### src/rtl/vfifo_wr_arbiter.sv
// vfifo_wr_arbiter
//   Two-source write scheduler feeding the ddrvfifo s_axis slave port.
//   Sources are granted one at a time by round-robin. The granted source's
//   words go out as one AXI-Stream packet whose tdest is the source index.
//   A packet closes with tlast after BURSTLEN beats, or earlier once the
//   granted source has been idle for FLUSH_TIMEOUT cycles. A one-word hold
//   register sits in front of the output register, so the last available
//   word can carry tlast without any padding beat.
//
// Ports
//   BUS_CLK, BUS_RST_N       clock, asynchronous active-low reset
//   ENABLE                   permits new grants (a running packet always completes)
//   CHx_DATA/VALID/READY     source x word, word present, word consumed
//   vfifo_s2mm_channel_full  per-channel full flag; only gates new grants
//   m_axis_*                 AXI-Stream master towards ddrvfifo s_axis
//   BUSY                     high whenever a packet is being built or drained
//   PKT_CNT0/1               completed packets per channel (16-bit, wrapping)

module vfifo_wr_arbiter #(
  parameter int DATA_WIDTH    = 32,
  parameter int BURSTLEN      = 128,
  parameter int FLUSH_TIMEOUT = 64
) (
  input  logic                  BUS_CLK,
  input  logic                  BUS_RST_N,
  input  logic                  ENABLE,
  input  logic [DATA_WIDTH-1:0] CH0_DATA,
  input  logic                  CH0_VALID,
  output logic                  CH0_READY,
  input  logic [DATA_WIDTH-1:0] CH1_DATA,
  input  logic                  CH1_VALID,
  output logic                  CH1_READY,
  input  logic [1:0]            vfifo_s2mm_channel_full,
  output logic                  m_axis_tvalid,
  input  logic                  m_axis_tready,
  output logic [DATA_WIDTH-1:0] m_axis_tdata,
  output logic                  m_axis_tlast,
  output logic                  m_axis_tdest,
  output logic                  BUSY,
  output logic [15:0]           PKT_CNT0,
  output logic [15:0]           PKT_CNT1
);

  localparam int BW = $clog2(BURSTLEN + 1);
  localparam int TW = $clog2(FLUSH_TIMEOUT + 1);
  localparam logic [BW-1:0] BEAT_MAX = BW'(BURSTLEN);
  localparam logic [TW-1:0] IDLE_MAX = TW'(FLUSH_TIMEOUT);

  typedef enum logic [1:0] {
    IDLE  = 2'd0,
    PKT   = 2'd1,
    DRAIN = 2'd2
  } state_t;

  state_t state, state_next;

  logic                  grant;
  logic                  last_grant;
  logic [DATA_WIDTH-1:0] hold_data;
  logic                  hold_valid;
  logic [BW-1:0]         beat_cnt;
  logic [TW-1:0]         idle_cnt;
  logic                  out_valid;
  logic [DATA_WIDTH-1:0] out_data;
  logic                  out_last;
  logic                  out_dest;
  logic [15:0]           pkt_cnt0;
  logic [15:0]           pkt_cnt1;

  logic                  elig0, elig1, grant_req, grant_pick;
  logic                  src_valid;
  logic [DATA_WIDTH-1:0] src_data;
  logic                  out_free, close_due;
  logic                  accept, do_close;

  // Arbitration: on a tie the source that did not have the previous packet wins.
  assign elig0      = ENABLE & CH0_VALID & ~vfifo_s2mm_channel_full[0];
  assign elig1      = ENABLE & CH1_VALID & ~vfifo_s2mm_channel_full[1];
  assign grant_req  = elig0 | elig1;
  assign grant_pick = (elig0 & elig1) ? ~last_grant : elig1;

  assign src_valid = grant ? CH1_VALID : CH0_VALID;
  assign src_data  = grant ? CH1_DATA  : CH0_DATA;

  assign out_free  = ~out_valid | m_axis_tready;
  // The hold register carries the packet's final word once the beat limit
  // is reached or the source has stalled long enough.
  assign close_due = hold_valid & ((beat_cnt == BEAT_MAX) | (idle_cnt == IDLE_MAX));

  always_ff @(posedge BUS_CLK or negedge BUS_RST_N) begin
    if (!BUS_RST_N) begin
      state <= IDLE;
    end else begin
      state <= state_next;
    end
  end

  always_comb begin
    state_next = state;
    accept     = 1'b0;
    do_close   = 1'b0;
    CH0_READY  = 1'b0;
    CH1_READY  = 1'b0;
    case (state)
      IDLE: begin
        if (grant_req) begin
          state_next = PKT;
        end
      end
      PKT: begin
        // Closing takes priority over accepting; while close_due holds and the
        // output is blocked, hold_valid already keeps READY low.
        do_close  = close_due & out_free;
        accept    = src_valid & ~close_due & (~hold_valid | out_free);
        CH0_READY = accept & ~grant;
        CH1_READY = accept & grant;
        if (do_close) begin
          state_next = DRAIN;
        end
      end
      DRAIN: begin
        if (out_valid & m_axis_tready) begin
          state_next = IDLE;
        end
      end
      default: state_next = IDLE;
    endcase
  end

  always_ff @(posedge BUS_CLK or negedge BUS_RST_N) begin
    if (!BUS_RST_N) begin
      grant      <= 1'b0;
      last_grant <= 1'b1;
      hold_data  <= '0;
      hold_valid <= 1'b0;
      beat_cnt   <= '0;
      idle_cnt   <= '0;
      out_valid  <= 1'b0;
      out_data   <= '0;
      out_last   <= 1'b0;
      out_dest   <= 1'b0;
      pkt_cnt0   <= '0;
      pkt_cnt1   <= '0;
    end else begin
      case (state)
        IDLE: begin
          if (grant_req) begin
            grant    <= grant_pick;
            out_dest <= grant_pick;
            beat_cnt <= '0;
            idle_cnt <= '0;
          end
        end
        PKT: begin
          if (accept) begin
            hold_data  <= src_data;
            hold_valid <= 1'b1;
            beat_cnt   <= beat_cnt + BW'(1);
            idle_cnt   <= '0;
          end else if (hold_valid && (idle_cnt != IDLE_MAX)) begin
            idle_cnt <= idle_cnt + TW'(1);
          end

          if (do_close) begin
            out_valid  <= 1'b1;
            out_data   <= hold_data;
            out_last   <= 1'b1;
            hold_valid <= 1'b0;
          end else if (accept && hold_valid) begin
            // A new word displaces the held one into the output register.
            out_valid <= 1'b1;
            out_data  <= hold_data;
            out_last  <= 1'b0;
          end else if (m_axis_tready) begin
            out_valid <= 1'b0;
          end
        end
        DRAIN: begin
          if (out_valid && m_axis_tready) begin
            out_valid  <= 1'b0;
            out_last   <= 1'b0;
            last_grant <= grant;
            if (grant) begin
              pkt_cnt1 <= pkt_cnt1 + 16'd1;
            end else begin
              pkt_cnt0 <= pkt_cnt0 + 16'd1;
            end
          end
        end
        default: ;
      endcase
    end
  end

  assign m_axis_tvalid = out_valid;
  assign m_axis_tdata  = out_data;
  assign m_axis_tlast  = out_last;
  assign m_axis_tdest  = out_dest;
  assign BUSY          = (state != IDLE);
  assign PKT_CNT0      = pkt_cnt0;
  assign PKT_CNT1      = pkt_cnt1;

endmodule

### config.mk
export PLATFORM = sky130hd
export DESIGN_NAME = vfifo_wr_arbiter
export DESIGN_NICKNAME = d
export VERILOG_FILES = /design/src/rtl/vfifo_wr_arbiter.sv
export SDC_FILE = /design/constraint.sdc
export NUM_CORES = 1
export LEC_CHECK = 0
export CAP_MARGIN = 5
export CORE_MARGIN = 5
export CORE_UTILIZATION = 49
export CTS_CLUSTER_SIZE = 14
export DETAILED_ROUTE_END_ITERATION = 7
export PLACE_DENSITY = 0.8
export SYNTH_ARGS = -nofsm -noshare
export SYNTH_HDL_FRONTEND = slang
export SYNTH_SLANG_ARGS = --single-unit
### constraint.sdc
create_clock -name BUS_CLK -period 2.3 [get_ports BUS_CLK]
set_clock_uncertainty 0.1 [all_clocks]
set_input_delay 0.23 -clock BUS_CLK [delete_from_list [all_inputs] [get_ports BUS_CLK]]
set_output_delay 0.23 -clock BUS_CLK [all_outputs]
set_load 0.01 [all_outputs]
; ---- Yosys cells after proc, flatten, opt, wreduce, memory -nomap -nowiden
; Cells that the tools add are included.
[op_classes]
n_reduce_logical = 21
mux = 30
addsub = 4
eq_ne = 13
n_bitwise = 23
[ops]
columns = cell, n
row1 = 32-bit two-way mux, 3
row2 = 16-bit by 1-bit adder with 16-bit output (second input constant), 2
row3 = 7-bit two-way mux, 3
row4 = 3-bit AND reduction, 7
row5 = 8-bit two-way mux, 2
row6 = 8-bit case mux with 2 select lines, 1
row7 = 1-bit two-way mux, 14
row8 = 7-bit case mux with 2 select lines, 1
row9 = 1-bit bitwise AND, 12
row10 = 2-bit != test (second input constant), 5
row11 = 2-bit AND reduction, 5
row12 = 2-bit nonzero test, 5
row13 = 8-bit by 1-bit adder with 8-bit output (second input constant), 1
row14 = 8-bit == test (second input constant), 1
row15 = 7-bit by 1-bit adder with 7-bit output (second input constant), 1
row16 = 7-bit == test (second input constant), 1
row17 = 7-bit != test (second input constant), 1
row18 = 1-bit NOT, 7
row19 = 2-bit two-way mux, 3
row20 = 3-bit != test (second input constant), 2
row21 = 2-bit case mux with 3 select lines, 1
row22 = 4-bit != test (second input constant), 1
row23 = 1-bit bitwise OR, 4
row24 = 1-bit case mux with 2 select lines, 2
row25 = 4 further kinds, 6
[word_totals]
inputBits = 72
out_inout_bits = 70
word_cells = 103
reg_bits = 118

; ---- Depth between registers and ports, before layout
; Gate-level depths: netlist of run 1.
[depth]
ltp_word = 11
ltp_mapped = 8
depth_no_buf = 7

; ---- Worst setup path before layout of run 1
; Ideal clock, no wire load.
[synth_path]
path_type = register to register
start = reg beat_cnt[0]
end = reg idle_cnt[4]
path_slack_ns = 0.185
t_arrival_ns = 1.911
n_path_buf = 0
setup_ns = 0.104
stages_incl_launch_ff = 8
path_cell_list = dfrtp_1 > inv_1 > ha_1 > nor4bb_1 > a32oi_1 > o211ai_2 > or3b_4 > o311ai_1
[synth_via]
elab_chain_cells = 9
[synth_rtl]
columns = element, line
row1 = from (decl), 61  ; logic [BW-1:0] beat_cnt;
row2 = from (signal assigned), 158  ; beat_cnt <= beat_cnt + BW'(1);
row3 = 8-bit == test (*), 88  ; assign close_due = hold_valid & ((beat_cnt == BEAT_MAX) | (idle_cnt == IDLE_MAX));
row4 = 1-bit bitwise OR (*), 88
row5 = 1-bit bitwise AND (*), 88
row6 = 1-bit NOT (*), 114  ; accept = src_valid & ~close_due & (~hold_valid | out_free);
row7 = 1-bit bitwise AND (*) (2 in series), 114
row8 = 1-bit two-way mux (*), 104  ; case (state)
row9 = 3-bit != test (no source line) / 7-bit two-way mux (equally long branches), --
row10 = 3-bit AND reduction (no source line) / 7-bit case mux with 2 select lines (equally long branches), --
row11 = to (signal assigned), 161  ; idle_cnt <= idle_cnt + TW'(1);
row12 = to (decl), 62  ; logic [TW-1:0] idle_cnt;
; Mark *: on every way between the ends. The rest lies on a longest branch, timed or not.
; A chain may end at the register's enable or synchronous reset.

; ---- Worst setup path after layout of run 1
[layout_path]
start = reg idle_cnt[5]
end = out CH1_READY
[layout_via]
elab_chain_cells = 8
[layout_rtl]
columns = element, line
row1 = 7-bit == test, 88
row2 = 1-bit bitwise OR, 88
row3 = 1-bit bitwise AND, 88
row4 = 1-bit NOT, 114
row5 = 1-bit bitwise AND (2 in series), 114
row6 = 1-bit bitwise AND, 116  ; CH1_READY = accept & grant;
row7 = 1-bit two-way mux, 104
row8 = to (decl), 32  ; output logic CH1_READY,
; Every way passes these cells.

==> results.py, run 1 <==
metrics = {
    "pwr": {
        "vdd_drop_max_v": 0.0006798,
        "p_per_area_nw_per_um2": 1178,
        "p_sw_w": 0.003040,
        "internal-power_w": 0.006264,
        "p_seq_share_pct": 34.0,
        "switching_share_pct": 32.67,
        "power_frac_comb_pct": 38.6,
        "clock_power_share_pct": 27.4,
        "p_leak_nw": 3.386,
    },
    "sta": {
        "hold_viol_final": 0,
        "rsz0062_at_grt": "yes",
        "fmax_ghz": 0.4333,
        "finalMaxSlewViolations": 0,
        "tns_ps": -10.15,
        "fin_ws_ps": -8.106,
        "min_period_ps": 2308,
        "finalSetupViolations": 2,
        "tightestPinTransition_ps": 626.8,
        "fin_crit_sh_pct": 100.4,
        "max_slew_margin_pct": 58.22,
    },
    "cells_and_area": {
        "final_common_cell": "clkdlybuf4s50_1",
        "seq_area_um2": 2957,
        "fin_cells": 790,
        "fillers": 664,
        "multi_input_area_um2": 2328,
        "final_nets": 719,
        "drive_gt1_share_pct": 18.65,
        "stdcell_area_um2": 7895,
        "most-common-layout-cells": "clkdlybuf4s50_1, dfrtp_1, nor2_1",
        "n_antenna_cell": 0,
        "area_delta_synth_final_pct": 49.56,
    },
    "clocking": {
        "cts_sinks": 118,
        "cts_made_buffers": 17,
        "clk_pin_slew_ps": 60,
        "cts-root-buf": "clkbuf_8",
        "cts_tree": "yes",
        "clk_path_buf_depth": 2,
        "clk_latency_ps": 510,
        "cts.htree.levels": 4,
    },
    "placement": {
        "dp_cells": 747,
        "place_ws_ps": 2.381,
        "place_area_um2": 7043,
        "hpwlAfterDp_mm": 8.991,
        "portBuffers": 141,
        "place_congestion": 0.8135,
    },
    "detailed_routing": {
        "avgRoutedWirePerCell_um": 17.57,
        "drt_iter0_drc": 287,
        "totalWireLength_mm": 13.88,
        "route.detailed.drc": 0,
        "detail-route-antenna-nets": 0,
        "vias": 4210,
        "routed_via_density": 5.329,
        "dr.pass1.iters": 4,
    },
    "yosys": {
        "postSynthAreaPerCell_um2": 11.45,
        "synth-seq-cells": 118,
        "synthesis.area_um2": 5279,
        "synth-edff-count": 0,
        "async_flop_share_pct": 100.0,
        "ys.flop_type": "dfrtp_1",
        "yosys_warnings": 0,
        "synth_top_area_share_pct": 55.46,
        "synth_area_leader_cell": "dfrtp_1",
        "ys_seq_area_share_pct": 55.96,
        "syn_inst": 461,
        "ys_top_cells_by_area": "dfrtp_1, mux2_2, mux2i_1",
        "syn_nets": 539,
        "yosys.cell_types.count": 43,
    },
    "global_route": {
        "grt_first_pass_wirelength_mm": 21.68,
        "gr-usage-all-layers_pct": 21.07,
        "grt_max_degree": 68,
        "grt_antenna_before_repair": 0,
        "grt_overflow": 0,
        "grt_pass1_vias": 4478,
    },
    "worst_setup_path": {
        "r2r_slack_ps": 60,
        "cp.required_ps": 1970,
        "path_max_fanout": 3,
        "crit_type": "flip-flop to output port",
        "crit_arrival_ps": 1980,
        "path_cells": "nor4_4, a32o_2, a21oi_4, and2_4, buf_6",
        "r2r-start": "idle_cnt[5]",
        "crit_start": "idle_cnt[5]",
        "cpMaxStageDelayCell": "dfrtp_2",
        "r2r_end": "m_axis_tdata[27]",
        "crit_end": "CH1_READY",
        "reg2regPathDepth": 7,
        "critical_path.startpoint_type": "flip-flop",
        "crit_path_max_incr_delay_ps": 440,
        "end_kind": "output port",
    },
    "die": {
        "placement_rows": 37,
        "die_w_um": 113.8,
        "core_um2": 10420,
        "ios": 142,
        "die_y_um": 113.8,
        "die_area_um2": 12950,
        "initial_core_util_pct": 50.68,
    },
    "status": {
        "violations": "setup timing",
        "status": "complete, but fails checks",
    },
    "worst_hold_path": {
        "hp-class": "input port to async pin",
    },
    "flow_run": {
        "maxCapViolations": 0,
    },
}
-- timing repair --
action	CTS	global route
pin swaps	3	3
endpoints found under the setup margin	3	44
cloned	1	3
setup buffers	3	4
hold buffers	1	0
gates resized for setup	17	19
endpoints found under the hold margin	43	0
-- worst min-delay path by stage --
stage	depth (start not counted)	slack, ps	from	endpoint
3_5_place_dp	1	190	BUS_RST_N	PKT_CNT0[13]
2_1_floorplan	0	-170	BUS_RST_N	PKT_CNT0[0]
5_1_grt	2	260	BUS_RST_N	PKT_CNT0[8]
6_report	2	190	BUS_RST_N	PKT_CNT0[11]
3_3_place_gp	1	180	BUS_RST_N	PKT_CNT0[12]
4_1_cts	2	190	BUS_RST_N	PKT_CNT0[13]
-- per-stage QoR --
step,hold slack (ps),power (W),util [%]
after detailed placement,193.8,0.006210,67.62
final,186.6,0.009304,75.80
after global routing,257.6,0.009779,75.80
after CTS,193.9,0.008981,74.09
after floorplan,-165.6,0.004800,-
after global placement,184.7,0.006091,67.62
-- flip-flops by register name (all words and copies together), names as in the netlist --
| signal | count |
|---|---|
| last_grant | 1 |
| hold_valid | 1 |
| m_axis_tdata | 32 |
| hold_data | 32 |
| PKT_CNT0 | 16 |
| beat_cnt | 8 |
| m_axis_tlast | 1 |
| m_axis_tvalid | 1 |
| PKT_CNT1 | 16 |
| state | 2 |
| m_axis_tdest | 1 |
| idle_cnt | 7 |
-- cells in the mapped netlist, drive strengths merged, types with 3 or more instances --
cell type / number
o211ai: 3
a2111oi: 4
nor4: 3
nor3: 4
o21ai: 6
o311ai: 5
ha: 6
dfrtp: 117
nor2b: 4
nand3: 22
nand2b: 4
inv: 10
xnor2: 25
mux2: 35
or2: 3
nor2: 44
nand4: 10
nand2: 31
clkbuf: 6
xor2: 10
and3: 10
buf: 11
and2: 3
mux2i: 36
a21oi: 34
-- cell families (layout without fill, tap and decap cells) --
family          count (synthesis)  after routing  share of synthesized area, %
buf+inv                        27            220                         2.062
mux                            71             71                         14.29
flops                         118            118                         55.96
simple gates                  145            145                         13.51
fa+ha+maj                       6              6                         1.422
compound gates                 59             59                         6.945
xor+xnor                       35             35                         5.807
-- worst max-delay path, delay by kind of cell, from the launching register on --
kind | cells | cell delay, ps
buf+inv | 1 | 120
flops | 1 | 440
compound gates | 2 | 350
simple gates | 2 | 570
-- power by group through the flow --
stage	Combinational, W	Sequential, W	Clock, W
finish	0.00359	0.00316	0.00255
global route	0.00385	0.00325	0.00268
CTS	0.00327	0.00313	0.00258
detailed placement	0.00306	0.00315	0
global placement	0.00297	0.00312	0
floorplan	0.00159	0.00321	0
-- routing by layer --
layer	part of all wire [%]	vias to the layer above	GRT usage (%)
li1	-	1988	-
met1	41	2052	26.28
met2	50	145	35.02
met3	7.3	25	6.737
met4	2.1	0	6.809
met5	0	-	0
-- layout make-up --
class                   count  area share, %
flip-flops and latches    118          37.45
multi-input cells         316          29.49
repair buffers            178          23.09
clock buffers              18          5.420
well taps                 136          2.155
clock inverters            14          1.918
inverters                  10         0.4754
Note: power is estimated with default switching activity, not from simulation.
==> run 2: changes to the inputs <==
--- a/config.mk
+++ b/config.mk
@@ -8,9 +8,9 @@
 export CAP_MARGIN = 5
 export CORE_MARGIN = 5
 export CORE_UTILIZATION = 49
-export CTS_CLUSTER_SIZE = 14
 export DETAILED_ROUTE_END_ITERATION = 7
 export PLACE_DENSITY = 0.8
 export SYNTH_ARGS = -nofsm -noshare
 export SYNTH_HDL_FRONTEND = slang
 export SYNTH_SLANG_ARGS = --single-unit
+export TNS_END_PERCENT = 50
==> run 2 against run 1 <==
  * The run still ends with setup timing left
  * Cell area is 1.0% lower
  * Clock power about the same
  * Largest power group unchanged
  * Core utilization fell by 0.79 points
  * Critical path type unchanged
  * Via count decreased by 0.57%
==> results.py, run 2 (synthesized netlist as in run 1, its figures left out) <==
metrics = {
    "detailed_routing": {
        "avgRoutedWirePerCell_um": 16.61,
        "vias": 4186,
        "routed_via_density": 5.319,
        "totalWireLength_mm": 13.08,
        "detail-route-antenna-nets": 0,
        "drt_iter0_drc": 234,
        "route.detailed.drc": 0,
        "dr.pass1.iters": 4,
    },
    "placement": {
        "dp_cells": 747,
        "place_congestion": 0.8135,
        "hpwlAfterDp_mm": 8.991,
        "portBuffers": 141,
    },
    "cells_and_area": {
        "drive_gt1_share_pct": 18.28,
        "most-common-layout-cells": "clkdlybuf4s50_1, dfrtp_1, nor2_1",
        "final_nets": 716,
        "area_delta_synth_final_pct": 48.00,
        "fin_cells": 787,
        "final_common_cell": "clkdlybuf4s50_1",
        "n_antenna_cell": 0,
        "multi_input_area_um2": 2287,
        "seq_area_um2": 2957,
        "fillers": 681,
    },
    "sta": {
        "finalSetupViolations": 2,
        "rsz0062_at_grt": "yes",
        "fin_crit_sh_pct": 101.2,
        "tightestPinTransition_ps": 614.6,
        "fin_ws_ps": -26.60,
        "fmax_ghz": 0.4298,
        "min_period_ps": 2327,
        "hold_viol_final": 0,
        "finalMaxSlewViolations": 0,
        "max_slew_margin_pct": 59.03,
    },
    "die": {
        "initial_core_util_pct": 50.68,
        "die_w_um": 113.8,
        "die_y_um": 113.8,
        "ios": 142,
        "placement_rows": 37,
        "core_um2": 10420,
        "die_area_um2": 12950,
    },
    "clocking": {
        "cts_made_buffers": 17,
        "cts_tree": "yes",
        "clk_latency_ps": 520,
        "cts_sinks": 118,
        "clk_pin_slew_ps": 60,
        "cts.htree.levels": 4,
        "clk_path_buf_depth": 2,
        "cts-root-buf": "clkbuf_8",
    },
    "worst_setup_path": {
        "r2r_end": "m_axis_tdata[9]",
        "reg2regPathDepth": 7,
        "r2r_slack_ps": 70,
        "crit_start": "idle_cnt[5]",
        "end_kind": "output port",
        "cp.required_ps": 1970,
        "critical_path.startpoint_type": "flip-flop",
        "r2r-start": "idle_cnt[5]",
        "crit_type": "flip-flop to output port",
        "path_max_fanout": 3,
        "crit_arrival_ps": 2000,
    },
    "status": {
        "violations": "setup timing",
        "status": "complete, but fails checks",
    },
    "pwr": {
        "vdd_drop_max_v": 0.0006834,
        "clock_power_share_pct": 28.3,
        "p_leak_nw": 3.331,
        "power_frac_comb_pct": 37.0,
        "p_sw_w": 0.002930,
        "p_per_area_nw_per_um2": 1157,
        "p_seq_share_pct": 34.7,
        "internal-power_w": 0.006107,
        "total_power_w": 0.009037,
        "switching_share_pct": 32.42,
    },
    "flow_run": {
        "maxCapViolations": 0,
    },
    "global_route": {
        "grt_first_pass_wirelength_mm": 21.23,
        "grt_overflow": 0,
        "gr-usage-all-layers_pct": 20.46,
        "grt_antenna_before_repair": 0,
        "grt_pass1_vias": 4409,
        "grt_max_degree": 68,
    },
    "worst_hold_path": {
        "hp-class": "input port to async pin",
    },
}
-- run 2: layer usage --
metal	vias to the layer above	global-route usage (%)	routed length (um)
li1	1980	-	-
met1	2035	25.63	5260
met2	140	33.92	6498
met3	31	6.684	1015
met4	0	6.255	301
met5	-	0	0
-- run 2: final cells by class --
class,count,area share (%)
flip-flops and latches,118,37.84
multi-input cells,316,29.28
repair buffers,175,22.81
clock buffers,18,5.477
well taps,136,2.178
clock inverters,14,1.938
inverters,10,0.4805
-- run 2: power by group through the flow --
| stage | Sequential, W | Clock, W | Combinational, W |
|---|---|---|---|
| 2_1_floorplan | 0.00321 | 0 | 0.00159 |
| 3_3_place_gp | 0.00312 | 0 | 0.00297 |
| 3_5_place_dp | 0.00315 | 0 | 0.00306 |
| 4_1_cts | 0.00313 | 0.00258 | 0.00319 |
| 5_1_grt | 0.00322 | 0.00268 | 0.00363 |
| 6_report | 0.00314 | 0.00256 | 0.00334 |
-- run 2: worst max-delay path by stage --
stage | endpoint | slack, ps
final | CH1_READY | -30
after global routing | CH1_READY | -110
after global placement | beat_cnt[1] | 60
after CTS | CH1_READY | 20
after floorplan | idle_cnt[4] | 190
after detailed placement | beat_cnt[1] | 2
-- run 2: critical path, cell delays in order, from the launching register on --
cell	delay, ps
dfrtp_2	440
nor4_4	410
a32o_2	280
a21oi_4	70
and2_4	170
buf_6	120
-- run 2: timing repair --
action,4_1_cts,5_1_grt
hold endpoints to repair,43,0
gates cloned,0,2
hold buffers,1,0
pin swaps,3,3
gates resized for setup,18,10
buffers inserted,3,3
setup endpoints to repair,3,44
-- run 2: metrics by stage --
| stage | TNS (ps) | utilization [%] | instance area (um2) | setup WS, ps | hold WS, ps |
|---|---|---|---|---|---|
| after detailed placement | 0 | 67.62 | 7043 | 2.381 | 193.8 |
| after floorplan | 0 | - | 5279 | 185.2 | -165.6 |
| after CTS | 0 | 73.81 | 7689 | 15.43 | 193.9 |
| after global placement | 0 | 67.62 | 7043 | 56.37 | 184.7 |
| final | -30.28 | 75.00 | 7812 | -26.60 | 174.9 |
| after global routing | -339.4 | 75.00 | 7812 | -108.3 | 257.7 |
==> run 3: changes to the inputs <==
--- a/config.mk
+++ b/config.mk
@@ -9,6 +9,7 @@
 export CORE_MARGIN = 5
 export CORE_UTILIZATION = 49
 export DETAILED_ROUTE_END_ITERATION = 7
+export HOLD_SLACK_MARGIN = 0.08
 export PLACE_DENSITY = 0.8
 export SYNTH_ARGS = -nofsm -noshare
 export SYNTH_HDL_FRONTEND = slang
==> results of run 3 <==
Same layout as run 2: the final DEF is identical, and so are final timing and power.
